<file path="src/rtl/cache_wb_sa.sv">
// Write-back, write-allocate, direct-mapped cache with an IDLE/WB/FILL sequencer.
// Optional hit/access statistics counters are built when CACHE_WB_STATS_EN is defined.
module cache_wb_sa #(
  parameter int ADDR_W = 16,
  parameter int WORD_W = 16,
  parameter int LINES  = 4,
  parameter int WORDS  = 4
) (
  input  logic                      clk,
  input  logic                      reset_n,
  input  logic                      readC,
  input  logic                      writeC,
  input  logic [ADDR_W-1:0]         address,
  input  logic [WORD_W-1:0]         wdata,
  output logic [WORD_W-1:0]         rdata,
  output logic                      readyC,
  output logic [ADDR_W-1:0]         mem_addr,
  output logic [WORDS*WORD_W-1:0]   mem_wdata,
  input  logic [WORDS*WORD_W-1:0]   mem_rdata,
  output logic                      readM,
  output logic                      writeM,
  input  logic                      readyM,
  output logic [15:0]               num_access,
  output logic [15:0]               num_hit,
  output logic [1:0]                dbg_state
);
  localparam int IDX_W  = $clog2(LINES);
  localparam int OFF_W  = $clog2(WORDS);
  localparam int TAG_W  = ADDR_W - IDX_W - OFF_W;
  localparam int LINE_W = WORDS * WORD_W;
  localparam int BASE_W = $clog2(LINE_W);

  typedef enum logic [1:0] {
    S_IDLE = 2'd0,
    S_WB   = 2'd1,
    S_FILL = 2'd2
  } state_t;

  state_t              r_state;
  state_t              w_next;
  logic [TAG_W-1:0]    r_tag  [LINES];
  logic [LINE_W-1:0]   r_data [LINES];
  logic [LINES-1:0]    r_valid;
  logic [LINES-1:0]    r_dirty;
  logic                r_read_m;
  logic                r_write_m;

  logic [TAG_W-1:0]    w_tag;
  logic [IDX_W-1:0]    w_idx;
  logic [OFF_W-1:0]    w_off;
  logic [BASE_W-1:0]   w_base;
  logic                w_req;
  logic                w_hit;
  logic                w_ready;
  logic                w_wr_hit;
  logic                w_fill_done;
  logic                w_wb_done;

  assign w_tag       = address[ADDR_W-1 -: TAG_W];
  assign w_idx       = address[OFF_W +: IDX_W];
  assign w_off       = address[OFF_W-1:0];
  assign w_base      = BASE_W'(w_off) * BASE_W'(WORD_W);
  assign w_req       = readC | writeC;
  assign w_hit       = r_valid[w_idx] && (r_tag[w_idx] == w_tag);
  assign w_ready     = w_req && w_hit && (r_state == S_IDLE);
  // writeC wins when both requests are raised together
  assign w_wr_hit    = w_ready && writeC;
  assign w_fill_done = (r_state == S_FILL) && readyM;
  assign w_wb_done   = (r_state == S_WB) && readyM;

  assign readyC    = w_ready;
  assign rdata     = w_ready ? r_data[w_idx][w_base +: WORD_W] : '0;
  assign readM     = r_read_m;
  assign writeM    = r_write_m;
  assign dbg_state = r_state;

  always_comb begin
    w_next = r_state;
    case (r_state)
      S_IDLE: if (w_req && !w_hit) w_next = (r_valid[w_idx] && r_dirty[w_idx]) ? S_WB : S_FILL;
      S_WB:   if (readyM) w_next = S_FILL;
      S_FILL: if (readyM) w_next = S_IDLE;
      default: w_next = S_IDLE;
    endcase
  end

  always_comb begin
    mem_addr  = '0;
    mem_wdata = '0;
    case (r_state)
      S_WB: begin
        mem_addr  = {r_tag[w_idx], w_idx, {OFF_W{1'b0}}};
        mem_wdata = r_data[w_idx];
      end
      S_FILL: mem_addr = {w_tag, w_idx, {OFF_W{1'b0}}};
      default: ;
    endcase
  end

  // Memory strobes are registered from the next state so they track WB/FILL exactly.
  always_ff @(posedge clk or negedge reset_n) begin
    if (!reset_n) begin
      r_state   <= S_IDLE;
      r_read_m  <= 1'b0;
      r_write_m <= 1'b0;
      r_valid   <= '0;
      r_dirty   <= '0;
    end else begin
      r_state   <= w_next;
      r_read_m  <= (w_next == S_FILL);
      r_write_m <= (w_next == S_WB);
      if (w_fill_done) begin
        r_valid[w_idx] <= 1'b1;
        r_dirty[w_idx] <= 1'b0;
      end else if (w_wb_done) begin
        r_dirty[w_idx] <= 1'b0;
      end else if (w_wr_hit) begin
        r_dirty[w_idx] <= 1'b1;
      end
    end
  end

  always_ff @(posedge clk) begin
    if (w_fill_done) begin
      r_data[w_idx] <= mem_rdata;
      r_tag[w_idx]  <= w_tag;
    end else if (w_wr_hit) begin
      r_data[w_idx][w_base +: WORD_W] <= wdata;
    end
  end

`ifdef CACHE_WB_STATS_EN
  logic [15:0] r_num_access;
  logic [15:0] r_num_hit;
  logic        r_missed;

  // r_missed marks an access that had to leave IDLE before completing.
  always_ff @(posedge clk or negedge reset_n) begin
    if (!reset_n) begin
      r_num_access <= '0;
      r_num_hit    <= '0;
      r_missed     <= 1'b0;
    end else begin
      if ((r_state == S_IDLE) && (w_next != S_IDLE)) r_missed <= 1'b1;
      else if (w_ready)                              r_missed <= 1'b0;
      if (w_ready) begin
        if (r_num_access != 16'hFFFF)           r_num_access <= r_num_access + 16'd1;
        if (!r_missed && r_num_hit != 16'hFFFF) r_num_hit    <= r_num_hit + 16'd1;
      end
    end
  end

  assign num_access = r_num_access;
  assign num_hit    = r_num_hit;
`else
  assign num_access = 16'd0;
  assign num_hit    = 16'd0;
`endif

endmodule

</file>
<file path="config.mk">
export PLATFORM = sky130hd
export DESIGN_NAME = cache_wb_sa
export DESIGN_NICKNAME = d
export VERILOG_FILES = /design/src/rtl/cache_wb_sa.sv
export SDC_FILE = /design/constraint.sdc
export NUM_CORES = 1
export LEC_CHECK = 0
export CAP_MARGIN = 20
export CORE_ASPECT_RATIO = 1.75
export CORE_UTILIZATION = 35
export DETAILED_ROUTE_END_ITERATION = 10
export MAX_ROUTING_LAYER = met4
export PLACE_DENSITY = 0.7
export SLEW_MARGIN = 25
export SYNTH_ARGS = -nofsm -noshare
export SYNTH_HDL_FRONTEND = slang
export SYNTH_SLANG_ARGS = --single-unit
</file>
<file path="constraint.sdc">
create_clock -name clk -period 3.3 [get_ports clk]
set_input_delay 0.495 -clock clk [delete_from_list [all_inputs] [get_ports clk]]
set_output_delay 0.495 -clock clk [all_outputs]
set_load 0.005 [all_outputs]
</file>
Word-level counts from Yosys, hierarchy flattened
Memory sizes are Yosys's and may differ from the RTL's.
Index checks and enable logic that the tools add are counted.
Word-level totals
  register bits after elaboration: 12
  bits in latches: 0
  bits in writable memories: 304
  bits in read-only memories: 0
  input bits: 101
  output and inout port bits: 133
  word-level logic and storage cells: 185
  memories kept: 2
Operators by class
  add/sub/neg operators: 1
  $mul: 0
  divide/modulo/power cells: 0
  $lt $le $gt $ge: 2
  equality and inequality tests: 5
  shift-type cells: 3
  muxes and demuxes: 86
  bitwise gates (word level): 69
  reduce and logical (&&, ||, !) cells: 12
Memories
  r_data: depth 4, width 64, rd ports 1, clocked after memory_dff 0, wr ports 1, RTL line 42  | logic [LINE_W-1:0] r_data [LINES];
  r_tag: depth 4, width 12, rd ports 1, clocked after memory_dff 0, wr ports 1, RTL line 41  | logic [TAG_W-1:0] r_tag [LINES];
Operators by type and width (number)
  64-bit two-way mux: 2
  1-bit two-way mux: 71
  1-bit bitwise OR: 65
  16-bit by 8-bit variable shift with 64-bit output, first input constant: 1
  16-bit by 8-bit indexed part select with 64-bit output: 1
  64-bit by 7-bit indexed part select with 16-bit output: 1
  16-bit case mux with 2 select lines: 1
  16-bit two-way mux: 1
  12-bit == test: 1
  4-bit two-way mux: 3
  1-bit logical AND: 9
  2-bit two-way mux: 4
  6-bit negator with 8-bit output: 1
  4-bit bitwise OR: 2
  2-bit case mux with 3 select lines: 1
  4-bit bitwise AND: 1
  1-bit binary-select mux with 2-bit select: 2
  2-bit by 1-bit == test with 1-bit output, second input constant: 2
  2-bit == test, second input constant: 2
  4-bit inverter: 1
  2-bit by 3-bit less-than comparator with 1-bit output, second input constant: 1
  3-bit nonzero test: 1
  1-bit demux with 2-bit select: 1
  2-bit by 1-bit >= comparator with 1-bit output, second input constant: 1
  2 further kinds: 2

Depth between registers and ports, before layout
  word-level depth: 10
  mapped depth: 11
  depth with buffers taken out: 7

Least setup slack after synthesis
Ideal clock, no wire load.
  kind: input -> register
  start point: in address[3]
  end point: mem r_data[1][48] (netlist bit), enable pin
  setup time: 388 ps
  data arrival time: 3621 ps
  required time: 2912 ps
  slack: -709 ps
  stages on the path: 10
  path buffers: 3
  path through: clkbuf_1 clkbuf_1 mux4_2 xnor2_1 nand4_1 or4_1 buf_6 nor4_4 a21oi_1 nor2_1
On the way
  cells in the longest elaborated chain, start to end: 10
  elaborated cells between the ends (all ways): 12
  those cells by class: eq/ne: 1; mux: 5; bitwise: 1; reduce/logical: 4; memory: 1
RTL lines
  start: declaration: RTL line 13  | input logic [ADDR_W-1:0] address,
  memory read 4 x 12 bit or 1-bit binary-select mux with 2-bit select (tied branches)
  12-bit == test or 1-bit two-way mux (tied branches): RTL line 64  | assign w_hit = r_valid[w_idx] && (r_tag[w_idx] == w_tag);
  1-bit logical AND: RTL line 64
  1-bit logical AND (2 in a row): RTL line 65  | assign w_ready = w_req && w_hit && (r_state == S_IDLE);
  1-bit logical AND: RTL line 67  | assign w_wr_hit = w_ready && writeC;
  1-bit two-way mux: RTL line 127  | end else if (w_wr_hit) begin
  1-bit two-way mux: RTL line 124  | if (w_fill_done) begin
  64-bit two-way mux (implied by the code): RTL line 128  | r_data[w_idx][w_base +: WORD_W] <= wdata;
  1-bit bitwise OR (no source line)
  end: declaration: RTL line 42
Several ways; a longest one is shown, not always the timed one. The select of a mux whose other input is x is not followed.

Final worst setup path
  start point: mem r_tag[2][0] (netlist bit)
  end point: out rdata[11]
On the way
  cells in the longest elaborated chain, start to end: 6
RTL lines
  start: declaration: RTL line 41
  memory read 4 x 12 bit
  12-bit == test: RTL line 64
  1-bit logical AND: RTL line 64
  1-bit logical AND (2 in a row): RTL line 65
  16-bit two-way mux: RTL line 72  | assign rdata = w_ready ? r_data[w_idx][w_base +: WORD_W] : '0;
  end: declaration: RTL line 15  | output logic [WORD_W-1:0] rdata,
Every way passes these cells.

==> flow_results.xml <==
<?xml version="1.0" encoding="UTF-8"?>
<metrics>
  <group name="timing">
    <metric name="post-route-worst-setup-slack" unit="ns">-0.481</metric>
    <metric name="max_slew.worst_pin.slew" unit="ns">0.649</metric>
    <metric name="normalized_max_slew_margin" unit="">0.567</metric>
    <metric name="layout_min_cycle_time" unit="ns">3.78</metric>
    <metric name="min_period_over_period" unit="">1.15</metric>
    <metric name="timing.clock.skew" unit="ns">0.0164</metric>
    <metric name="timing.setup.tns" unit="ns">-7.27</metric>
    <metric name="setup_violations" unit="">17</metric>
    <metric name="finalMaxSlewViolations" unit="">0</metric>
    <metric name="max_freq" unit="GHz">0.265</metric>
    <metric name="report.final.hold_viol_count" unit="">0</metric>
    <metric name="rsz_0062_raised_after_global_routing" unit="">yes</metric>
  </group>
  <group name="cells_and_area">
    <metric name="areaGrowthSynthToFinish" unit="%">34.6</metric>
    <metric name="finalNetCount" unit="">1341</metric>
    <metric name="final_layout_size_suffix_gt1_frac" unit="">0.293</metric>
    <metric name="final.fill_count" unit="">3506</metric>
    <metric name="instances_no_fill" unit="">1805</metric>
  </group>
  <group name="global_routing">
    <metric name="via_count_of_the_first_global_routing_pass" unit="">9361</metric>
    <metric name="initial_antenna_violation_count" unit="">2</metric>
    <metric name="global_route.usage.met2" unit="">0.360</metric>
    <metric name="grtUsageTotal" unit="">0.211</metric>
    <metric name="groute.layer.met1.usage" unit="">0.248</metric>
    <metric name="largest_net_degree_at_the_start_of_global_routing" unit="">79</metric>
    <metric name="grt-ovfl-total" unit="">0</metric>
    <metric name="grt_pass1_wl" unit="mm">61.7</metric>
    <metric name="groute.layer.met3.usage" unit="">0.0309</metric>
    <metric name="busiest_layer" unit="">met2</metric>
  </group>
  <group name="place">
    <metric name="post-place-cells" unit="">1745</metric>
    <metric name="placement.io_buffers" unit="">199</metric>
    <metric name="pre_cts_slack" unit="ns">-0.677</metric>
    <metric name="place_congestion" unit="">0.859</metric>
    <metric name="place.detailed.hpwl" unit="mm">31.2</metric>
  </group>
  <group name="setup_path">
    <metric name="critical_path.n_buffers_inverters" unit="">3</metric>
    <metric name="critical_path.top_delay_family" unit="">simple AND/OR/NAND/NOR gates</metric>
    <metric name="cp.arrival" unit="ns">3.29</metric>
    <metric name="crit_chain" unit="">mux4_2 &gt; xnor2_1 &gt; nand4_1 &gt; or4_4 &gt; or3_4 &gt; buf_8 &gt; buf_6 &gt; nor2b_2 &gt; buf_2</metric>
    <metric name="crit_slowest_cell" unit="">mux4_2</metric>
    <metric name="critPathKind" unit="">reg -&gt; out</metric>
    <metric name="cp_data_required_time" unit="ns">2.80</metric>
    <metric name="cpPeakStageDelay" unit="ns">0.51</metric>
    <metric name="startpoint_type" unit="">flop</metric>
    <metric name="crit_fanout" unit="">7</metric>
    <metric name="critical_path.endpoint_type" unit="">output port</metric>
  </group>
  <group name="logic_synthesis">
    <metric name="edff_count_synth" unit="">304</metric>
    <metric name="seq_area_frac_synth" unit="">0.653</metric>
    <metric name="postSynth.asyncResetShare" unit="">0.0380</metric>
    <metric name="synth_flop_cell" unit="">edfxtp_1</metric>
    <metric name="yosysWarningCount" unit="">0</metric>
    <metric name="synth_area" unit="mm2">0.0144</metric>
    <metric name="netlist-cell-type-count" unit="">38</metric>
    <metric name="avg_inst_size_synth" unit="um2">15.8</metric>
    <metric name="synth-seq-cells" unit="">316</metric>
    <metric name="netlist_instances" unit="">913</metric>
  </group>
  <group name="floorplanning">
    <metric name="placementRows" unit="">98</metric>
    <metric name="die_w" unit="um">155</metric>
    <metric name="initial_core_util" unit="">0.354</metric>
    <metric name="design.core.area" unit="mm2">0.0407</metric>
    <metric name="top_level_ports" unit="">234</metric>
    <metric name="chipHeight" unit="um">271</metric>
    <metric name="dieArea" unit="mm2">0.0421</metric>
  </group>
  <group name="status">
    <metric name="violations" unit="">setup timing</metric>
    <metric name="run_status" unit="">finished with violations</metric>
  </group>
  <group name="clocking">
    <metric name="clock_tree_from_tritoncts" unit="">built</metric>
    <metric name="cts_max_level" unit="">1</metric>
    <metric name="cts_root_buffer" unit="">clkbuf_16</metric>
    <metric name="cts_max_path_buffers" unit="">3</metric>
    <metric name="insertion_delay" unit="ns">0.56</metric>
    <metric name="clkTransAtPathRegs" unit="ns">0.07</metric>
    <metric name="numCtsBuffers" unit="">29</metric>
    <metric name="cts.sink_count" unit="">316</metric>
  </group>
  <group name="hold_path">
    <metric name="worstHoldPathType" unit="">in -&gt; async</metric>
  </group>
  <group name="pwr">
    <metric name="p_per_area" unit="mW/mm2">521</metric>
    <metric name="power.ir.vdd_worst" unit="uV">369</metric>
    <metric name="intPower" unit="W">0.00769</metric>
    <metric name="p_clk_frac" unit="">0.366</metric>
    <metric name="cellLeakagePower" unit="nW">6.81</metric>
    <metric name="power.net_switching" unit="W">0.00244</metric>
    <metric name="sw_frac_of_total" unit="">0.240</metric>
    <metric name="seq_power_share" unit="">0.466</metric>
    <metric name="comb_power_share" unit="">0.167</metric>
  </group>
  <group name="drt">
    <metric name="drt_first_pass_iters" unit="">5</metric>
    <metric name="detail-route-antenna-nets" unit="">0</metric>
    <metric name="drc" unit="">0</metric>
    <metric name="num_vias" unit="">9295</metric>
    <metric name="totalWireLength" unit="mm">43.2</metric>
    <metric name="route.detailed.wl_per_inst" unit="um">24.0</metric>
    <metric name="avgViaCountPerCell" unit="">5.15</metric>
    <metric name="drt-initial-drc-count" unit="">874</metric>
  </group>
  <group name="job">
    <metric name="maxCapViolations" unit="">0</metric>
  </group>
</metrics>
-- power groups by stage --
stage / registers, W / clock network [W] / logic, W
final: 0.00472 / 0.00371 / 0.00169
after global routing: 0.00474 / 0.00388 / 0.00178
after CTS: 0.00472 / 0.00374 / 0.00169
after detailed placement: 0.00481 / 0 / 0.00166
after global placement: 0.00479 / 0 / 0.00165
after floorplan: 0.00479 / 0 / 0.000831
-- area by class of cell --
type                    count  area, um2  area share
repair buffers            342       3330       0.172
well taps                 550        688      0.0354
diodes                      2       5.00    0.000258
clock buffers              31        733      0.0378
flip-flops and latches    316       9430       0.485
clock inverters            22        320      0.0165
inverters                  71        267      0.0137
multi-input cells         471       4650       0.239
-- repair_timing --
item	CTS	global route
resized for setup	83	23
gates cloned	1	0
endpoints found under the hold margin	0	0
buffers inserted	3	1
hold buffers	0	0
endpoints found under the setup margin	21	21
pin swaps	4	6
-- layer usage --
layer / vias to the layer above / wire length [um]
li1: 4036 / -
met1: 4628 / 15700
met2: 547 / 22400
met3: 84 / 3460
met4: 0 / 1740
met5: - / 0
-- placed cells by master, fill, tap and decap left out, drive strengths merged, types with 4 or more instances in the layout --
cell             n
ha               9
edfxtp         304
nor2b           31
nand3           70
dfrtp           12
a22oi           12
o21ai           64
nand2            9
xnor2           12
a21oi           10
bufinv           8
clkbuf          31
nor4             4
and2            67
clkinv           9
mux4            94
nor2            23
or2              6
conb            34
buf            161
nor3b            4
clkdlybuf4s50  180
inv             73
-- Yosys cell counts (9+ instances only) --
cell        n  share of area
o21ai_1    53          0.018
buf_6      11         0.0086
o21ai_0    11         0.0038
buf_4      34          0.018
inv_1      70          0.018
nand2_1     9         0.0023
mux4_2     94           0.15
clkbuf_1   28         0.0073
nor2_1     23         0.0060
nor2b_1    31          0.013
dfrtp_1    12          0.021
a21oi_1    10         0.0035
nand3_1    70          0.024
a22oi_1    12         0.0062
ha_1        9         0.0078
buf_1      11         0.0029
xnor2_1    12         0.0073
and2_1     67          0.029
edfxtp_1  304           0.63
-- per-stage QoR --
stage                     total power [W]  hold WS [ns]  area (um2)   util
final                              0.0101         0.310       19400  0.477
after global routing               0.0104         0.330       19400  0.477
after CTS                          0.0101         0.306       19300  0.475
after detailed placement          0.00647         0.454       18200  0.448
after global placement            0.00644         0.448       18200  0.448
after floorplan                   0.00562         0.199       14800      -
-- registers in the layout, indices dropped and copies added (netlist names), named ones only --
signal,cells
r_data,256
r_tag,48
r_valid,4
dbg_state,2
readM,1
writeM,1
-- kinds of logic after synthesis --
kind of cell             synth area share
AND/OR/NAND/NOR                    0.0922
flip-flops                          0.653
adder cells (fa/ha/maj)           0.00780
multiplexers                        0.148
AO/OA/AOI/OAI                      0.0347
buffers and inverters              0.0563
XOR/XNOR                          0.00728
other                            0.000260
-- path summary, 6_finish.rpt --
kind	from	end	slack [ns]	cells past startpoint
min in group clk	r_valid[0]	r_valid[0]	0.49	1
worst max register to register	r_tag[0][4]	r_data[3][57]	0.08	11
worst min-delay path	reset_n	r_valid[2]	0.31	1
worst min register to register	r_valid[0]	r_valid[0]	0.49	1
worst max-delay path	r_tag[2][0]	rdata[11]	-0.48	9
max in group asynchronous	reset_n	async pin	2.60	1
Note: power is estimated with default switching activity, not from simulation.
